### config.mk
export PLATFORM = sky130hd
export DESIGN_NAME = bitstream_generator
export DESIGN_NICKNAME = d
export VERILOG_FILES = /design/src/rtl/bitstream_pkg.sv /design/src/rtl/lfsr_galois.sv /design/src/rtl/bitstream_generator.sv
export SDC_FILE = /design/constraint.sdc
export NUM_CORES = 1
export LEC_CHECK = 0
export BUFFER_PORTS_ARGS = -buffer_cell sky130_fd_sc_hd__buf_2
export CAP_MARGIN = 15
export CORE_MARGIN = 2
export CORE_UTILIZATION = 45
export DETAILED_ROUTE_END_ITERATION = 10
export PLACE_DENSITY = 0.66
export SLEW_MARGIN = 20
export SYNTH_ARGS = -nofsm -noshare
export SYNTH_HDL_FRONTEND = slang
export SYNTH_SLANG_ARGS = --single-unit
### constraint.sdc
create_clock -name clk -period 2.22 [get_ports clk]
set_input_delay 0.444 -clock clk [delete_from_list [all_inputs] [get_ports clk]]
set_output_delay 0.444 -clock clk [all_outputs]
set_load 0.05 [all_outputs]
### src/rtl/bitstream_pkg.sv
// ============================================================================
// bitstream_pkg : shared types and LFSR tap table for stochastic sources
// Revision 1.0 : initial release
// ============================================================================
`default_nettype none

package bitstream_pkg;

  typedef enum logic [1:0] {
    IDLE   = 2'd0,
    PRIME  = 2'd1,
    STREAM = 2'd2,
    DONE   = 2'd3
  } gen_state_t;

  localparam int DEFAULT_SEED = 'hA5;

  // Right-shift Galois toggle masks of primitive polynomials, widths 4..16.
  function automatic logic [15:0] lfsr_taps(input int width);
    case (width)
      4:       return 16'h0009;
      5:       return 16'h0012;
      6:       return 16'h0021;
      7:       return 16'h0041;
      8:       return 16'h00B8;
      9:       return 16'h0110;
      10:      return 16'h0240;
      11:      return 16'h0500;
      12:      return 16'h0E08;
      13:      return 16'h1C80;
      14:      return 16'h3802;
      15:      return 16'h6000;
      16:      return 16'hD008;
      default: return 16'h0000;
    endcase
  endfunction

endpackage

`default_nettype wire

### src/rtl/lfsr_galois.sv
// ============================================================================
// lfsr_galois : maximal-length Galois LFSR with seed load and advance enable
// Revision 1.0 : initial release
// ============================================================================
`default_nettype none

module lfsr_galois
  import bitstream_pkg::*;
#(
  parameter int WIDTH = 8,
  parameter int SEED  = DEFAULT_SEED
) (
  input  logic             clk,
  input  logic             n_rst,
  input  logic             load,
  input  logic             advance,
  output logic [WIDTH-1:0] q
);

  localparam logic [15:0]      c_taps_all = lfsr_taps(WIDTH);
  localparam logic [WIDTH-1:0] c_taps     = c_taps_all[WIDTH-1:0];
  localparam logic [WIDTH-1:0] c_seed_raw = WIDTH'(SEED);
  // An all-zero state would lock the register, so it is replaced by 1.
  localparam logic [WIDTH-1:0] c_seed     = (c_seed_raw == '0) ? WIDTH'(1) : c_seed_raw;

  logic [WIDTH-1:0] q_q;
  logic [WIDTH-1:0] q_d;

  always_comb begin
    q_d = q_q;
    if (load) begin
      q_d = c_seed;
    end else if (advance) begin
      q_d = (q_q >> 1) ^ ({WIDTH{q_q[0]}} & c_taps);
    end
  end

  always_ff @(posedge clk or negedge n_rst) begin
    if (!n_rst) begin
      q_q <= c_seed;
    end else begin
      q_q <= q_d;
    end
  end

  assign q = q_q;

endmodule

`default_nettype wire

### src/rtl/bitstream_generator.sv
// ============================================================================
// bitstream_generator : binary value to framed unipolar stochastic bitstream
// Option macro BITSTREAM_SEED_RELOAD_EN reloads the LFSR seed on every start.
// Revision 1.0 : initial release
// ============================================================================
`default_nettype none

module bitstream_generator
  import bitstream_pkg::*;
#(
  parameter int WIDTH  = 8,
  parameter int LENGTH = 255,
  parameter int SEED   = DEFAULT_SEED
) (
  input  logic             clk,
  input  logic             n_rst,
  input  logic [WIDTH-1:0] value,
  input  logic             start,
  output logic             ready,
  output logic             x,
  output logic             capture,
  output logic             done
);

  localparam int            CW     = $clog2(LENGTH + 1);
  localparam logic [CW-1:0] c_last = CW'(LENGTH - 1);

  gen_state_t       state_q;
  logic [WIDTH-1:0] value_q;
  logic [CW-1:0]    cnt_q;
  logic             ready_q;
  logic             capture_q;
  logic             done_q;
  logic [WIDTH-1:0] lfsr_q;
  logic             accept;
  logic             lfsr_load;

  assign accept = (state_q == IDLE) && start;

`ifdef BITSTREAM_SEED_RELOAD_EN
  assign lfsr_load = accept;
`else
  assign lfsr_load = 1'b0;
`endif

  lfsr_galois #(
    .WIDTH (WIDTH),
    .SEED  (SEED)
  ) u_lfsr (
    .clk     (clk),
    .n_rst   (n_rst),
    .load    (lfsr_load),
    .advance (state_q == STREAM),
    .q       (lfsr_q)
  );

  always_ff @(posedge clk or negedge n_rst) begin
    if (!n_rst) begin
      state_q   <= IDLE;
      value_q   <= '0;
      cnt_q     <= '0;
      ready_q   <= 1'b1;
      capture_q <= 1'b0;
      done_q    <= 1'b0;
    end else begin
      case (state_q)
        IDLE: begin
          if (accept) begin
            value_q   <= value;
            state_q   <= PRIME;
            ready_q   <= 1'b0;
            capture_q <= 1'b1;
          end
        end
        PRIME: begin
          state_q <= STREAM;
          cnt_q   <= '0;
        end
        STREAM: begin
          cnt_q <= cnt_q + 1'b1;
          if (cnt_q == c_last) begin
            state_q   <= DONE;
            capture_q <= 1'b0;
            done_q    <= 1'b1;
          end
        end
        default: begin
          state_q <= IDLE;
          done_q  <= 1'b0;
          ready_q <= 1'b1;
        end
      endcase
    end
  end

  // Stream bit is decoded from registered state and LFSR only.
  assign x       = (state_q == STREAM) && (lfsr_q <= value_q);
  assign ready   = ready_q;
  assign capture = capture_q;
  assign done    = done_q;

endmodule

`default_nettype wire

==> report_table.html, run 1 <==
<table>
<tr><th>Metric</th><th>Value</th></tr>
<tr><th colspan="2">Status</th></tr>
<tr><td>Result of the run</td><td>complete, but fails checks</td></tr>
<tr><td>Failing checks</td><td>negative setup slack</td></tr>
<tr><th colspan="2">Synth</th></tr>
<tr><td>Net Count, Synth</td><td>162</td></tr>
<tr><td>Number of flip-flops and latches in the synthesized netlist</td><td>29</td></tr>
<tr><td>Yosys Warn Count</td><td>0</td></tr>
<tr><td>Async set-reset flop share out of synthesis</td><td>100%</td></tr>
<tr><td>Most frequently used flop master after synthesis</td><td>dfrtp_1</td></tr>
<tr><td>Cell Area, Synth</td><td>0.00149 sq mm</td></tr>
<tr><td>Area contributors post-synth</td><td>dfrtp_1 (40%), ha_1 (11%), mux2_2 (9.8%)</td></tr>
<tr><td>Cell count after synthesis</td><td>138</td></tr>
<tr><td>Sequential-to-total area share from yosys stat</td><td>49.1%</td></tr>
<tr><td>Mean area per synthesized cell</td><td>10.8 sq um</td></tr>
<tr><td>Ranking of synthesized cells by instance count</td><td>dfrtp_1 (24), inv_1 (15), ha_1 (13), mux2_2 (13), o21ai_0 (10)</td></tr>
<tr><td>Area fraction of the dominant cell type after synthesis</td><td>40.3%</td></tr>
<tr><td>Most common cell in the netlist</td><td>dfrtp_1</td></tr>
<tr><td>Number of synthesized flops with an enable pin</td><td>0</td></tr>
<tr><td>Netlist cell types</td><td>31</td></tr>
<tr><td>Top cell type by total area after synthesis</td><td>dfrtp_1</td></tr>
<tr><th colspan="2">Pwr</th></tr>
<tr><td>Leakage power</td><td>0.791 nW</td></tr>
<tr><td>Total power consumption of the routed design</td><td>0.00243 W</td></tr>
<tr><td>Pwr Density</td><td>1400 mW/mm^2</td></tr>
<tr><td>Worst voltage drop across the vdd grid</td><td>0.642 mV</td></tr>
<tr><th colspan="2">STA</th></tr>
<tr><td>Max frequency</td><td>439 MHz</td></tr>
<tr><td>WHS</td><td>0.126 ns</td></tr>
<tr><td>Minimum clock period</td><td>2.28 ns</td></tr>
<tr><td>Setup skew after layout</td><td>0.00718 ns</td></tr>
<tr><td>Unrepaired setup endpoints after global routing</td><td>yes</td></tr>
<tr><td>Final worst path period share</td><td>102%</td></tr>
<tr><td>Slew at the pin closest to its max-slew limit</td><td>0.627 ns</td></tr>
<tr><td>Final hold violation count</td><td>0</td></tr>
<tr><td>Number of max-slew violations in the final report</td><td>0</td></tr>
<tr><td>Max-slew headroom at the worst pin</td><td>58.2%</td></tr>
<tr><td>Min setup slack post-route</td><td>-0.0553 ns</td></tr>
<tr><td># setup viols final</td><td>1</td></tr>
<tr><th colspan="2">Cells and area</th></tr>
<tr><td>Antenna Diode Count</td><td>0</td></tr>
<tr><td>Share of cells above drive strength 1</td><td>32.9%</td></tr>
<tr><td>Net count of the finished layout</td><td>184</td></tr>
<tr><td>Area grow syn2layout</td><td>16.6%</td></tr>
<tr><th colspan="2">Clock network</th></tr>
<tr><td>Number of buffers created by CTS</td><td>5</td></tr>
<tr><td>Clock buffer depth</td><td>2</td></tr>
<tr><td>Clock transition time at the flip-flop clock pins of the worst setup and hold paths</td><td>0.10 ns</td></tr>
<tr><td>Clock net sink count</td><td>29</td></tr>
<tr><td>Clock tree from TritonCTS</td><td>done</td></tr>
<tr><td>H-tree levels</td><td>2</td></tr>
<tr><td>Clock latency reported for the late side of the worst-skew pair</td><td>0.32 ns</td></tr>
<tr><td>Buffer type at the clock tree root</td><td>clkbuf_4</td></tr>
<tr><th colspan="2">Drt</th></tr>
<tr><td>Metal2 WL</td><td>1200 um</td></tr>
<tr><td>Post-detailed-route via-to-cell ratio</td><td>5.06</td></tr>
<tr><td>Length of routed wiring on met1</td><td>1200 um</td></tr>
<tr><td>Average wire per cell in the routed design</td><td>12.3 um</td></tr>
<tr><td>DR top layer</td><td>met4</td></tr>
<tr><td>Count of antenna-violating nets left after detailed routing</td><td>0</td></tr>
<tr><td>DRT Wirelength</td><td>2530 um</td></tr>
<tr><td>Violation count after the first detailed-route iteration</td><td>37</td></tr>
<tr><td>Length of the first detailed-routing pass in iterations</td><td>3</td></tr>
<tr><td>Via Count</td><td>1038</td></tr>
<tr><td>Remaining DRCs</td><td>0</td></tr>
<tr><td>Met3 wire length</td><td>81 um</td></tr>
<tr><th colspan="2">Floorplanning</th></tr>
<tr><td>Area of the die</td><td>0.00379 sq mm</td></tr>
<tr><td>Horiz. Die Dim</td><td>61.6 um</td></tr>
<tr><td>Starting utilization of the core area</td><td>48.1%</td></tr>
<tr><td>Number of top-level pins</td><td>15</td></tr>
<tr><td>Vertical die dimension</td><td>61.6 um</td></tr>
<tr><td>Placeable core region</td><td>0.00310 sq mm</td></tr>
<tr><td>Site Rows</td><td>20</td></tr>
<tr><th colspan="2">Setup path</th></tr>
<tr><td>CP required</td><td>1.78 ns</td></tr>
<tr><td>Max FO, Critical Path</td><td>2</td></tr>
<tr><td>Worst setup path category</td><td>flip-flop to output pin</td></tr>
<tr><td>Critical path startpoint</td><td>u_lfsr.q[0]</td></tr>
<tr><td>Beginning of the worst register-to-register path</td><td>cnt_q[0]</td></tr>
<tr><td>Register-to-register setup slack</td><td>0.63 ns</td></tr>
<tr><td>Type of origin of the critical path</td><td>flip-flop</td></tr>
<tr><td>Critical Path Sink Type</td><td>output pin</td></tr>
<tr><td>Arrival time of data at the critical path endpoint</td><td>1.83 ns</td></tr>
<tr><th colspan="2">Worst hold path</th></tr>
<tr><td>Hold WC Path Type</td><td>primary input to async pin</td></tr>
<tr><th colspan="2">Place</th></tr>
<tr><td>Total of buffers placed on input and output ports</td><td>14</td></tr>
<tr><td>Detail Placement HPWL</td><td>1830 um</td></tr>
<tr><td>Last weighted congestion value of the routability-driven placer</td><td>0.773</td></tr>
<tr><th colspan="2">Global routing</th></tr>
<tr><td>Final global-route overflow total</td><td>0</td></tr>
<tr><td>Largest net degree at the start of global routing</td><td>30</td></tr>
<tr><td>Number of antenna violations at the first check in global routing</td><td>0</td></tr>
<tr><td>Wire length of the first global-routing pass</td><td>4360 um</td></tr>
<tr><td>Number of global-route vias before repair</td><td>1075</td></tr>
<tr><td>Combined global-route utilization of all metal layers</td><td>16.1%</td></tr>
<tr><th colspan="2">Job</th></tr>
<tr><td>Max-cap violation count</td><td>0</td></tr>
</table>
-- stage by stage --
step                utilization [%]  std cells  TNS [ns]  area, sq um  setup WS (ns)
detailed placement             52.8        196         0         1640          0.170
floorplan                         -        138         0         1510          0.170
global route                   56.0        205    -0.131         1740         -0.131
CTS                            55.0        204   -0.0862         1710        -0.0862
finish                         56.0        205   -0.0553         1740        -0.0553
global placement               52.8        196         0         1640          0.180
-- routing by layer --
metal / GRT usage (%) / vias to the layer above
met2: 27.5 / 13
met5: 0 / -
met3: 4.41 / 5
met1: 18.4 / 499
met4: 8.21 / 0
li1: - / 521
-- critical path: stages, from the launching register on --
cell	delay [ns]
dfstp_2	0.56
inv_2	0.05
ha_4	0.25
nand3_1	0.06
or3_4	0.34
o31ai_4	0.06
buf_6	0.19
-- final cells by class --
cell class / count / area, sq um
inverter: 15 / 56.3
tap: 44 / 55.1
fill: 287 / 1360
multi-input combinational: 91 / 738
timing repair buffer: 18 / 106
clock buffer: 6 / 41.3
sequential: 29 / 732
clock inverter: 2 / 10.0
-- worst paths after layout --
check | end | depth (start not counted)
setup / recovery | x | 6
hold / removal | value_q[2] | 1
setup reg to reg | state_q[1] | 6
hold reg to reg | value_q[7] | 1
max in group asynchronous | cnt_q[0] | 1
min in group clk | value_q[2] | 2
-- repair_timing --
action,4_1_cts,5_1_grt
setup buffers,0,1
resized for setup,5,2
gates cloned,0,0
hold buffers,0,0
setup endpoints to repair,1,1
pin swaps,1,1
-- layout by cell type (no fill, tap or decap) --
cell type,instances
ha_4,2
inv_2,1
o31ai_4,1
or3_1,1
buf_6,1
o21bai_1,1
o21ai_0,10
xor2_1,3
a21oi_1,8
and3_1,1
and4_2,1
xnor2_1,3
nand4_1,3
a211oi_2,1
o22a_1,1
nand3_1,4
and3_4,1
buf_4,4
ha_1,11
nor3_1,1
nor2_1,7
o32a_1,1
or3_4,1
clkinv_2,2
inv_1,14
nand2_2,1
nand2_1,7
nor2b_1,3
buf_2,13
a21oi_2,1
mux2_2,13
clkbuf_1,1
clkbuf_4,5
dfstp_2,5
nand2b_1,1
dfrtp_1,24
nor3b_1,1
o22ai_1,2
-- registers in the layout (all words and copies together) (netlist names) --
| signal | flops |
|---|---|
| cnt_q | 8 |
| ready | 1 |
| value_q | 8 |
| state_q | 2 |
| done | 1 |
| u_lfsr.q | 8 |
| capture | 1 |
-- kinds of logic after synthesis --
kind of cell | Yosys count | share of synthesized area [%]
XOR/XNOR | 6 | 3.52
AO/OA/AOI/OAI | 26 | 10.2
buffers and inverters | 18 | 4.70
AND/OR/NAND/NOR | 33 | 11.7
flip-flops | 29 | 49.1
adder cells (fa/ha/maj) | 13 | 10.9
multiplexers | 13 | 9.82
-- report_power, final --
group | total [W] | leakage (nW) | internal, W | switching (W)
clock network | 0.000300 | 0.0320 | 0.000120 | 0.000179
logic | 0.00124 | 0.410 | 0.000587 | 0.000648
registers | 0.000899 | 0.349 | 0.000757 | 0.000142
total | 0.00243 | 0.791 | 0.00146 | 0.000969
(Power assumes the default switching activity.)
==> run 2, diff against run 1 <==
- CORE_UTILIZATION: 45 -> 46
- PLACE_DENSITY: 0.66 -> 0.67
==> report_table.html, run 2 (synthesis gave the netlist of run 1 again) <==
<table>
<tr><th>Metric</th><th>Value</th></tr>
<tr><th colspan="2">Status</th></tr>
<tr><td>Result of the run</td><td>complete, but fails checks</td></tr>
<tr><td>Failing checks</td><td>negative setup slack</td></tr>
<tr><th colspan="2">Cells and area</th></tr>
<tr><td>Share of cells above drive strength 1</td><td>35.2%</td></tr>
<tr><td>Number of filler cells placed in the layout</td><td>266</td></tr>
<tr><td>Most common cell after layout, fill and taps aside</td><td>dfrtp_1</td></tr>
<tr><td>Net count of the finished layout</td><td>186</td></tr>
<tr><td>Area grow syn2layout</td><td>18.6%</td></tr>
<tr><td>Antenna Diode Count</td><td>0</td></tr>
<tr><td>Leading cell types in the layout, fill and taps excluded</td><td>dfrtp_1 (24), inv_1 (14), mux2_2 (13), buf_2 (13), ha_1 (11)</td></tr>
<tr><td>Final cell count without fillers</td><td>206</td></tr>
<tr><th colspan="2">Drt</th></tr>
<tr><td>Length of the first detailed-routing pass in iterations</td><td>4</td></tr>
<tr><td>Average wire per cell in the routed design</td><td>13.3 um</td></tr>
<tr><td>Count of antenna-violating nets left after detailed routing</td><td>0</td></tr>
<tr><td>Remaining DRCs</td><td>0</td></tr>
<tr><td>Post-detailed-route via-to-cell ratio</td><td>5.17</td></tr>
<tr><td>DRT Wirelength</td><td>2730 um</td></tr>
<tr><td>Violation count after the first detailed-route iteration</td><td>47</td></tr>
<tr><td>Via Count</td><td>1066</td></tr>
<tr><th colspan="2">Clock network</th></tr>
<tr><td>Clock latency reported for the late side of the worst-skew pair</td><td>0.33 ns</td></tr>
<tr><td>Clock tree from TritonCTS</td><td>done</td></tr>
<tr><td>Clock net sink count</td><td>29</td></tr>
<tr><td>Clock transition time at the flip-flop clock pins of the worst setup and hold paths</td><td>0.09 ns</td></tr>
<tr><td>Number of buffers inserted by hold repair at cts</td><td>0</td></tr>
<tr><td>Number of buffers created by CTS</td><td>5</td></tr>
<tr><td>Clock buffer depth</td><td>2</td></tr>
<tr><td>Buffer type at the clock tree root</td><td>clkbuf_4</td></tr>
<tr><td>H-tree levels</td><td>2</td></tr>
<tr><th colspan="2">Floorplanning</th></tr>
<tr><td>Placeable core region</td><td>0.00308 sq mm</td></tr>
<tr><td>Vertical die dimension</td><td>60.9 um</td></tr>
<tr><td>Site Rows</td><td>20</td></tr>
<tr><td>Number of top-level pins</td><td>15</td></tr>
<tr><td>Area of the die</td><td>0.00371 sq mm</td></tr>
<tr><td>Starting utilization of the core area</td><td>48.5%</td></tr>
<tr><td>Horiz. Die Dim</td><td>60.9 um</td></tr>
<tr><th colspan="2">Worst hold path</th></tr>
<tr><td>Hold WC Path Type</td><td>primary input to async pin</td></tr>
<tr><th colspan="2">Global routing</th></tr>
<tr><td>Largest net degree at the start of global routing</td><td>30</td></tr>
<tr><td>Met2 Use GR</td><td>27.6%</td></tr>
<tr><td>GR Layer Usage met3</td><td>7.25%</td></tr>
<tr><td>Number of global-route vias before repair</td><td>1073</td></tr>
<tr><td>Most crowded layer after global routing</td><td>met2</td></tr>
<tr><td>Final global-route overflow total</td><td>0</td></tr>
<tr><td>Wire length of the first global-routing pass</td><td>4700 um</td></tr>
<tr><td>Combined global-route utilization of all metal layers</td><td>17.9%</td></tr>
<tr><td>Met1 GRT Util</td><td>22.7%</td></tr>
<tr><td>Number of antenna violations at the first check in global routing</td><td>0</td></tr>
<tr><th colspan="2">Setup path</th></tr>
<tr><td>Worst setup path category</td><td>flip-flop to output pin</td></tr>
<tr><td>Critical Path Sink Type</td><td>output pin</td></tr>
<tr><td>Highest-delay cell along the critical path</td><td>dfrtp_1</td></tr>
<tr><td>Critical path cell sequence</td><td>inv_1, ha_1, nor2b_1, o21bai_1, a21oi_2, o31ai_4, buf_6</td></tr>
<tr><td>Type of origin of the critical path</td><td>flip-flop</td></tr>
<tr><td>Biggest cell delay along the critical path</td><td>0.39 ns</td></tr>
<tr><td>Max FO, Critical Path</td><td>2</td></tr>
<tr><td>CP required</td><td>1.78 ns</td></tr>
<tr><td>Arrival time of data at the critical path endpoint</td><td>1.86 ns</td></tr>
<tr><th colspan="2">STA</th></tr>
<tr><td>Slew at the pin closest to its max-slew limit</td><td>0.653 ns</td></tr>
<tr><td>Final hold violation count</td><td>0</td></tr>
<tr><td>Unrepaired setup endpoints after global routing</td><td>yes</td></tr>
<tr><td># setup viols final</td><td>1</td></tr>
<tr><td>Minimum clock period</td><td>2.30 ns</td></tr>
<tr><td>Number of max-slew violations in the final report</td><td>0</td></tr>
<tr><td>Final worst path period share</td><td>104%</td></tr>
<tr><td>Min setup slack post-route</td><td>-0.0803 ns</td></tr>
<tr><td>Setup skew after layout</td><td>0.00859 ns</td></tr>
<tr><td>Max-slew headroom at the worst pin</td><td>56.5%</td></tr>
<tr><td>Max frequency</td><td>435 MHz</td></tr>
<tr><th colspan="2">Place</th></tr>
<tr><td>Detail Placement HPWL</td><td>1860 um</td></tr>
<tr><td>Total of buffers placed on input and output ports</td><td>14</td></tr>
<tr><td>Last weighted congestion value of the routability-driven placer</td><td>0.784</td></tr>
<tr><td>DP Cell Count</td><td>196</td></tr>
<tr><td>Minimum setup slack after placement</td><td>0.158 ns</td></tr>
<tr><th colspan="2">Job</th></tr>
<tr><td>Max-cap violation count</td><td>0</td></tr>
<tr><th colspan="2">Pwr</th></tr>
<tr><td>Pwr Density</td><td>1450 mW/mm^2</td></tr>
<tr><td>Leakage power</td><td>0.801 nW</td></tr>
<tr><td>Worst voltage drop across the vdd grid</td><td>0.698 mV</td></tr>
</table>
[run 2: timing repair]
| item | CTS | global route |
|---|---|---|
| buffers inserted | 1 | 2 |
| endpoints found under the setup margin | 1 | 1 |
| resized for setup | 8 | 2 |
| pin swaps | 2 | 1 |
[run 2: cell type report]
| cell class | instances | area, sq um | share of cell area, % |
|---|---|---|---|
| clock buffer | 7 | 55.1 | 3.11 |
| inverter | 15 | 56.3 | 3.18 |
| multi-input combinational | 91 | 749 | 42.4 |
| sequential | 29 | 732 | 41.4 |
| tap | 44 | 55.1 | 3.11 |
| timing repair buffer | 20 | 121 | 6.86 |
[run 2: per-stage QoR]
stage | cell area [sq um] | util [%] | hold WS, ns | power, W | setup TNS, ns
CTS | 1740 | 56.5 | 0.142 | 0.00250 | -0.0743
finish | 1770 | 57.5 | 0.127 | 0.00256 | -0.0803
global route | 1770 | 57.5 | 0.169 | 0.00277 | -0.143
floorplan | 1510 | - | 0.148 | 0.00178 | 0
global placement | 1640 | 53.3 | 0.488 | 0.00200 | 0
detailed placement | 1640 | 53.3 | 0.497 | 0.00206 | 0
[run 2: final timing paths]
path	startpoint	to	slack, ns	cells past startpoint
max	value_q[1]	x	-0.08	7
min reg2reg	value_q[7]	value_q[7]	0.51	1
min	n_rst	value_q[3]	0.13	1
max reg2reg	cnt_q[0]	state_q[1]	0.58	6
min in group clk	value[3]	value_q[3]	0.33	2
max in group asynchronous	n_rst	capture	1.66	1
[run 2: report_power, final]
group	internal [W]	switching, W	leakage (nW)	total, W
Sequential	0.000758	0.000145	0.349	0.000902
Combinational	0.000632	0.000698	0.420	0.00133
Clock	0.000149	0.000180	0.0314	0.000329
Total	0.00154	0.00102	0.801	0.00256
[run 2: critical path, delay by kind of cell (launching register included)]
family          cells  cell delay (ns)
flops               1             0.39
simple gates        1             0.14
fa+ha+maj           1             0.32
compound gates      3             0.43
buf+inv             2             0.25
[run 2: metal layers]
metal	wire length (um)	vias to the layer above
met1	1240	508
met4	45	0
met2	1340	19
met5	0	-
li1	-	532
met3	107	7
==> run 3, diff against run 2 <==
- SKIP_CTS_REPAIR_TIMING: not set -> 1
==> report_table.html, run 3 (synthesis gave the netlist of run 1 again) <==
<table>
<tr><th>Metric</th><th>Value</th></tr>
<tr><th colspan="2">Setup path</th></tr>
<tr><td>Critical path cell sequence</td><td>inv_2, ha_4, nand3_1, or3_4, o31ai_4, buf_6</td></tr>
<tr><td>Worst setup path category</td><td>flip-flop to output pin</td></tr>
<tr><td>Path length in cells of the critical path</td><td>6</td></tr>
<tr><td>Type of origin of the critical path</td><td>flip-flop</td></tr>
<tr><td>Critical Path Sink Type</td><td>output pin</td></tr>
<tr><td>Total buffers and inverters traversed by the critical path</td><td>2</td></tr>
<tr><td>Arrival time of data at the critical path endpoint</td><td>1.85 ns</td></tr>
<tr><td>Highest-delay cell along the critical path</td><td>dfstp_2</td></tr>
<tr><td>CP required</td><td>1.78 ns</td></tr>
<tr><td>Max FO, Critical Path</td><td>2</td></tr>
<tr><td>Register-to-register setup slack</td><td>0.58 ns</td></tr>
<tr><td>Beginning of the worst register-to-register path</td><td>cnt_q[0]</td></tr>
<tr><td>Register-to-Register Path Depth</td><td>6</td></tr>
<tr><td>Reg2Reg Capture Point</td><td>state_q[1]</td></tr>
<tr><td>Biggest cell delay along the critical path</td><td>0.55 ns</td></tr>
<tr><td>Cell class contributing the biggest share of worst-path delay</td><td>flip-flops</td></tr>
<tr><th colspan="2">Floorplanning</th></tr>
<tr><td>Site Rows</td><td>20</td></tr>
<tr><td>Number of top-level pins</td><td>15</td></tr>
<tr><td>Starting utilization of the core area</td><td>48.5%</td></tr>
<tr><td>Placeable core region</td><td>0.00308 sq mm</td></tr>
<tr><td>Vertical die dimension</td><td>60.9 um</td></tr>
<tr><td>Horiz. Die Dim</td><td>60.9 um</td></tr>
<tr><td>Area of the die</td><td>0.00371 sq mm</td></tr>
<tr><th colspan="2">Status</th></tr>
<tr><td>Result of the run</td><td>complete, but fails checks</td></tr>
<tr><td>Failing checks</td><td>negative setup slack</td></tr>
<tr><th colspan="2">Drt</th></tr>
<tr><td>Count of antenna-violating nets left after detailed routing</td><td>0</td></tr>
<tr><td>DRT Wirelength</td><td>2690 um</td></tr>
<tr><td>Remaining DRCs</td><td>0</td></tr>
<tr><td>Length of the first detailed-routing pass in iterations</td><td>4</td></tr>
<tr><td>Via Count</td><td>1065</td></tr>
<tr><td>Post-detailed-route via-to-cell ratio</td><td>5.17</td></tr>
<tr><td>Average wire per cell in the routed design</td><td>13.1 um</td></tr>
<tr><td>Violation count after the first detailed-route iteration</td><td>33</td></tr>
<tr><th colspan="2">Place</th></tr>
<tr><td>Total of buffers placed on input and output ports</td><td>14</td></tr>
<tr><td>Last weighted congestion value of the routability-driven placer</td><td>0.784</td></tr>
<tr><td>Post-Place Cell Area</td><td>0.00164 sq mm</td></tr>
<tr><td>Detail Placement HPWL</td><td>1860 um</td></tr>
<tr><th colspan="2">Cells and area</th></tr>
<tr><td>Most common cell after layout, fill and taps aside</td><td>dfrtp_1</td></tr>
<tr><td>Antenna Diode Count</td><td>0</td></tr>
<tr><td>Leading cell types in the layout, fill and taps excluded</td><td>dfrtp_1 (24), inv_1 (14), mux2_2 (13), buf_2 (13)</td></tr>
<tr><td>Area of combinational cells with multiple inputs</td><td>757 sq um</td></tr>
<tr><td>Share of cells above drive strength 1</td><td>35.2%</td></tr>
<tr><td>Area grow syn2layout</td><td>19.1%</td></tr>
<tr><td>FF+latch area</td><td>732 sq um</td></tr>
<tr><td>Final design area excluding fillers</td><td>0.00178 sq mm</td></tr>
<tr><td>Number of filler cells placed in the layout</td><td>269</td></tr>
<tr><td>Net count of the finished layout</td><td>186</td></tr>
<tr><th colspan="2">STA</th></tr>
<tr><td>Unrepaired setup endpoints after global routing</td><td>yes</td></tr>
<tr><td>Min setup slack post-route</td><td>-0.0691 ns</td></tr>
<tr><td>Slew at the pin closest to its max-slew limit</td><td>0.649 ns</td></tr>
<tr><td>Minimum clock period</td><td>2.29 ns</td></tr>
<tr><td>Setup skew after layout</td><td>0.0129 ns</td></tr>
<tr><td>Max frequency</td><td>437 MHz</td></tr>
<tr><td># setup viols final</td><td>1</td></tr>
<tr><td>Final hold violation count</td><td>0</td></tr>
<tr><td>WHS</td><td>0.117 ns</td></tr>
<tr><td>Max-slew headroom at the worst pin</td><td>56.7%</td></tr>
<tr><td>Number of max-slew violations in the final report</td><td>0</td></tr>
<tr><td>Final worst path period share</td><td>103%</td></tr>
<tr><th colspan="2">Pwr</th></tr>
<tr><td>Leakage power</td><td>0.800 nW</td></tr>
<tr><td>Worst voltage drop across the vdd grid</td><td>0.714 mV</td></tr>
<tr><td>Pwr Density</td><td>1440 mW/mm^2</td></tr>
<tr><td>Total power consumption of the routed design</td><td>0.00256 W</td></tr>
<tr><th colspan="2">Clock network</th></tr>
<tr><td>Number of buffers created by CTS</td><td>5</td></tr>
<tr><td>Clock net sink count</td><td>29</td></tr>
<tr><td>Clock latency reported for the late side of the worst-skew pair</td><td>0.34 ns</td></tr>
<tr><td>H-tree levels</td><td>2</td></tr>
<tr><td>Clock buffer depth</td><td>2</td></tr>
<tr><td>Clock transition time at the flip-flop clock pins of the worst setup and hold paths</td><td>0.10 ns</td></tr>
<tr><td>Clock tree from TritonCTS</td><td>done</td></tr>
<tr><td>Buffer type at the clock tree root</td><td>clkbuf_4</td></tr>
<tr><th colspan="2">Job</th></tr>
<tr><td>Max-cap violation count</td><td>0</td></tr>
<tr><th colspan="2">Global routing</th></tr>
<tr><td>Final global-route overflow total</td><td>0</td></tr>
<tr><td>Number of global-route vias before repair</td><td>1074</td></tr>
<tr><td>Wire length of the first global-routing pass</td><td>4640 um</td></tr>
<tr><td>Number of antenna violations at the first check in global routing</td><td>0</td></tr>
<tr><td>Combined global-route utilization of all metal layers</td><td>17.6%</td></tr>
<tr><td>Largest net degree at the start of global routing</td><td>30</td></tr>
<tr><th colspan="2">Worst hold path</th></tr>
<tr><td>Hold WC Path Type</td><td>primary input to async pin</td></tr>
</table>
## run 3: cell count changes in the layout (fill, tap and decap cells not counted)
cell	previous run	this run
nand3_1	3	4
nand3_2	1	0
ha_4	2	3
ha_1	11	10
## run 3: worst max path at each step
stage                      from  end
floorplan           u_lfsr.q[5]    x
global placement    u_lfsr.q[5]    x
detailed placement  u_lfsr.q[5]    x
CTS                 u_lfsr.q[5]    x
global route        u_lfsr.q[0]    x
finish              u_lfsr.q[0]    x
## run 3: layout make-up
cell class	count	share of cell area (%)
multi-input cells	91	42.6
flip-flops and latches	29	41.2
repair buffers	20	6.83
inverters	15	3.17
clock buffers	7	3.10
well taps	44	3.10
## run 3: where the power goes
part	total (W)	switching [W]	leakage [nW]	internal, W
logic	0.00133	0.000691	0.420	0.000636
clock network	0.000331	0.000182	0.0314	0.000149
registers	0.000902	0.000145	0.349	0.000757
total	0.00256	0.00102	0.800	0.00154
## run 3: stage by stage
step / TNS [ns] / setup WS, ns / cells / util [%]
global route: -0.130 / -0.130 / 206 / 57.7
detailed placement: 0 / 0.158 / 196 / 53.3
global placement: 0 / 0.182 / 196 / 53.3
finish: -0.0691 / -0.0691 / 206 / 57.7
CTS: -0.219 / -0.219 / 203 / 55.0
floorplan: 0 / 0.170 / 138 / -
## run 3: worst reg2reg max path, cell delays in order (launching register included)
cell and delay [ns]:
dfrtp_1 0.43, inv_1 0.11, ha_1 0.15, and4_2 0.19
nand2_1 0.11, a21oi_2 0.20, mux2_2 0.34
## run 3: layer usage
| metal | up-vias | wire, um | GRT usage (%) |
|---|---|---|---|
| li1 | 531 | - | - |
| met1 | 514 | 1250 | 21.8 |
| met2 | 13 | 1300 | 27.5 |
| met3 | 7 | 95 | 7.25 |
| met4 | 0 | 45 | 6.83 |
| met5 | - | 0 | 0 |
